===== src/rtl/adder_accum.sv =====
`default_nettype none
// ============================================================================
// Module      : adder_accum
// Description : Saturating accumulator for a run of 9-bit adder results
//               ({cout,sum}), with valid/ready handshakes on both sides.
// Revision    : 1.0 - initial release
// ============================================================================
module adder_accum #(
    parameter int ACC_W = 12
) (
    input  logic             clk,
    input  logic             rst,
    input  logic             start,
    input  logic [3:0]       len,
    input  logic             in_valid,
    output logic             in_ready,
    input  logic [7:0]       sum,
    input  logic             cout,
    output logic [ACC_W-1:0] acc,
    output logic             acc_valid,
    input  logic             out_ready,
    output logic             overflow,
    output logic             busy
);

    localparam logic [1:0] S_IDLE  = 2'd0;
    localparam logic [1:0] S_ACCUM = 2'd1;
    localparam logic [1:0] S_DONE  = 2'd2;

    localparam logic [ACC_W-1:0] C_ACC_MAX = '1;

    logic [1:0]       r_state;
    logic [4:0]       r_remaining;
    logic [ACC_W-1:0] r_acc;
    logic             r_ovf;
    logic             r_acc_valid;

    logic             w_xfer;
    logic [ACC_W:0]   w_sum;
    logic             w_sat;

    assign w_xfer = (r_state == S_ACCUM) && in_valid;
    // One spare bit catches the carry past ACC_W; once acc is all-ones any
    // non-zero addend carries out again, so saturation is self-sustaining.
    assign w_sum  = {1'b0, r_acc} + {{(ACC_W-8){1'b0}}, cout, sum};
    assign w_sat  = w_sum[ACC_W];

    always_ff @(posedge clk) begin
        if (rst) begin
            r_state     <= S_IDLE;
            r_remaining <= 5'd0;
            r_acc       <= '0;
            r_ovf       <= 1'b0;
            r_acc_valid <= 1'b0;
        end else begin
            case (r_state)
                S_IDLE: begin
                    if (start) begin
                        r_remaining <= (len == 4'd0) ? 5'd16 : {1'b0, len};
                        r_acc       <= '0;
                        r_ovf       <= 1'b0;
                        r_state     <= S_ACCUM;
                    end
                end
                S_ACCUM: begin
                    if (w_xfer) begin
                        r_acc       <= w_sat ? C_ACC_MAX : w_sum[ACC_W-1:0];
                        r_remaining <= r_remaining - 5'd1;
                        if (w_sat) begin
                            r_ovf <= 1'b1;
                        end
                        if (r_remaining == 5'd1) begin
                            r_state     <= S_DONE;
                            r_acc_valid <= 1'b1;
                        end
                    end
                end
                S_DONE: begin
                    if (out_ready) begin
                        r_state     <= S_IDLE;
                        r_acc_valid <= 1'b0;
                    end
                end
                default: begin
                    r_state     <= S_IDLE;
                    r_acc_valid <= 1'b0;
                end
            endcase
        end
    end

    assign in_ready  = (r_state == S_ACCUM);
    assign busy      = (r_state == S_ACCUM) || (r_state == S_DONE);
    assign acc       = r_acc;
    assign overflow  = r_ovf;
    assign acc_valid = r_acc_valid;

endmodule
`default_nettype wire


===== config.mk =====
export PLATFORM = sky130hd
export DESIGN_NAME = adder_accum
export DESIGN_NICKNAME = d
export VERILOG_FILES = /design/src/rtl/adder_accum.sv
export SDC_FILE = /design/constraint.sdc
export NUM_CORES = 1
export LEC_CHECK = 0
export BUFFER_PORTS_ARGS = -buffer_cell sky130_fd_sc_hd__buf_2
export CORE_UTILIZATION = 45
export CTS_CLUSTER_DIAMETER = 40
export CTS_CLUSTER_SIZE = 10
export DETAILED_ROUTE_END_ITERATION = 10
export PLACE_DENSITY = 0.69
export RECOVER_POWER = 100
export SLEW_MARGIN = 25
export SYNTH_ARGS = -nofsm -noshare
export SYNTH_HDL_FRONTEND = slang
export SYNTH_SLANG_ARGS = --single-unit

===== constraint.sdc =====
create_clock -name clk -period 2.65 [get_ports clk]
set_input_delay 0.1325 -clock clk [delete_from_list [all_inputs] [get_ports clk]]
set_output_delay 0.1325 -clock clk [all_outputs]
set_load 0.1 [all_outputs]

==> summary.md <==
| Metric | Value |
|---|---|
| Post-synthesis mux area share | 3.697% |
| Final period utilization | roughly 95% |
| Cell Rows | 19 |
| DR WL/cell | 12.95 µm |
| CP max stage delay | 0.40 ns |
| DRT iter0 DRCs | 39 |
| Number of enable flip-flop cells after synthesis | 0 |
| Setup Viol. Count Final | 0 |
| CTS tree | done |
| Largest net degree at the start of global routing | 17 |
| Grt ovf | 0 |
| Post-Synth Simple-Gate Area | 20.11% |
| Seq/Total Area, Yosys | 30.30% |
| Largest family of logic cells by synthesized area | compound AO/OA/AOI/OAI gates |
| Main area contributors after synthesis | dfxtp_1 30%, ha_1 14%, a21oi_1 5.8% |
| #FFs+latches synth | 21 |
| Max clock buf depth | 2 |
| ANT nets after route | 0 |
| Yosys top cell by area | dfxtp_1 |
| Critical path buffer and inverter count | 0 |
| Slew Limit Fails | 0 |
| Failing checks | DRC |
| Initial antenna violation count | 0 |
| Count leader, synth | dfxtp_1 |
| Worst hold margin | between 0.15 and 0.2 ns |
| Via Count | 1346 |
| Leakage power | 0.7324 nW |
| Setup Buffers After CTS | 0 |
| Die Ht | ~58 µm |
| Clock transition at path regs | 0.11 ns |
| Worst rel slew slack | 22.32% |
| Post-synth top flop | dfxtp_1 |
| Syn Area/Cell | 8.359 µm² |
| N_diodes | 0 |
| Max VDD drop | 0.9185 mV |
| Mapped Cells | 166 |
| Yosys top cell area share | 30.30% |
| Worst path slowest cell | fa_1 |
| Util after Layout | 55.86% |
| Crit path capture type | flip-flop |
| CP Class | flip-flop to flip-flop |
| Crit path max-delay family | compound AO/OA/AOI/OAI gates |
| I/O Buffers | 33 |
| Asr flop ratio synth | 0% |
| Worst path cell trace | ha_1 > fa_1 > a21o_1 > a221oi_2 > o21ai_2 > and4_1 > and2_4 > a211o_1 |
| DIE AREA | ~3300 µm² |
| Placed cell area | 1582 µm² |
| Design area | 1580 µm² |
| Period minus WS final | 2.524 ns |
| Min-delay worst type | input pin to flip-flop |
| I/O pins | 34 |
| Area grow syn2layout | 13.89% |
| Vias per inst | 5.852 |
| CTS sink cnt | 21 |
| Maxcap violations | 0 |
| Status | finished, violations left |
| Clock latency on the worst-skew pair | about 0.29 ns |
| Pwr dens | 881.4 nW/µm² |
| Post-Syn Nets | 200 |
| Synth Area in XOR/XNOR | 4.418% |
| CP required | 2.84 ns |
| Post-synthesis cell type count | 45 |
| Hold Buf Count CTS | 0 |
| Root Buffer | clkbuf_4 |
| Synth Area in Compound Gates | between 20% and 30% |
| DRC | 4 |
| Post-synthesis adder-cell area fraction | 14.97% |
| RePlAce Congestion | between 0.8 and 0.9 |
| 1st-pass router iterations | 9 |
| Post-DP HPWL | 2.328 mm |
| Layout cells sized above 1 | around 16% |
| Starting Density | 49.05% |
| Crit-path max FO | 9 |
| Vias in the first global route | 1259 |
| TritonCTS Buffers | 3 |
| CTS resizes | 0 |
| First-pass GRT wire length | between 5 and 6 mm |
| Total track usage | approximately a fifth |
| Most frequent cells after synthesis | 21 x dfxtp_1, 18 x nand2_1, 16 x a21oi_1, 15 x ha_1, 15 x nor2_1 |
| Final hold viol count | 0 |
| H-tree depth | 1 |
| Setup TNS | 0 ns |
| Worst Max-Slew Pin Slew | 1.170 ns |
| Fmax | 0.3962 GHz |
| Die Wd | ~58 µm |
| Yosys warning total | 0 |
| Routed WL | 2.979 mm |
| Synthesized area | roughly 1400 µm² |
| Critical path arrival | between 2 and 3 ns |
| Worst Clk Skew | 0.003226 ns |
| RSZ-0062 raised after global routing | no |
| Core area | 2829 µm² |
| Startpoint Class | flip-flop |
| # nets final | 234 |
[through the flow]
stage / std cells / setup WS (ns) / power, mW
2_1_floorplan: 166 / 0.002542 / 1.124
3_3_place_gp: 226 / 0.1931 / 1.251
3_5_place_dp: 226 / 0.1454 / 1.268
4_1_cts: 230 / 0.1237 / 1.421
5_1_grt: 230 / 0.01803 / 1.502
6_report: 230 / 0.1262 / 1.393
[path summary, 6_finish.rpt]
kind / from / end / slack (ns) / cells after the start
setup / recovery: acc[0] / acc[7] / 0.13 / 8
hold / removal: rst / r_remaining[2] / 0.18 / 2
setup reg to reg: acc[0] / acc[7] / 0.13 / 8
hold reg to reg: acc[5] / acc[5] / 0.46 / 2
[cell type report]
type / count / area [µm²]
tap: 31 / 38.79
multi-input combinational: 134 / 917.1
sequential: 21 / 426.7
inverter: 6 / 22.52
timing repair buffer: 34 / 148.9
fill: 278 / 1249
clock buffer: 4 / 26.28
[routing by layer]
layer | global-route usage [%] | wire, µm
met1 | 24.37 | 1371
met5 | 0 | 0
met4 | 7.666 | 31
met3 | 2.041 | 188
met2 | 35.38 | 1387
[cell usage in the layout (no fill, tap or decap), drive strengths merged, types with 3 or more instances in the layout]
cell type  count
dfxtp         21
buf           17
xor2           4
mux2i          4
a21o           4
nor3           4
nor2          15
and3           3
clkbuf        21
xnor2          3
inv            6
nand2         18
o21ai         12
a21oi         16
ha            15
[state kept, by name, summed over array words and instances (netlist names)]
register / cells
r_state: 2
acc: 12
overflow: 1
r_remaining: 5
acc_valid: 1
[power by group]
part | internal [mW] | leakage (nW) | total (mW) | switching, mW
registers | 0.375 | 0.173 | 0.429 | 0.0539
logic | 0.237 | 0.544 | 0.815 | 0.578
clock network | 0.0585 | 0.0150 | 0.149 | 0.0902
total | 0.671 | 0.732 | 1.39 | 0.722
[cells by family (layout without fill, tap and decap cells)]
family	count (synthesis)	after routing
xor+xnor	7	7
simple gates	57	57
buf+inv	11	44
fa+ha+maj	16	16
flops	21	21
compound gates	49	49
mux	5	5
Power figures use the tool's default switching activity.
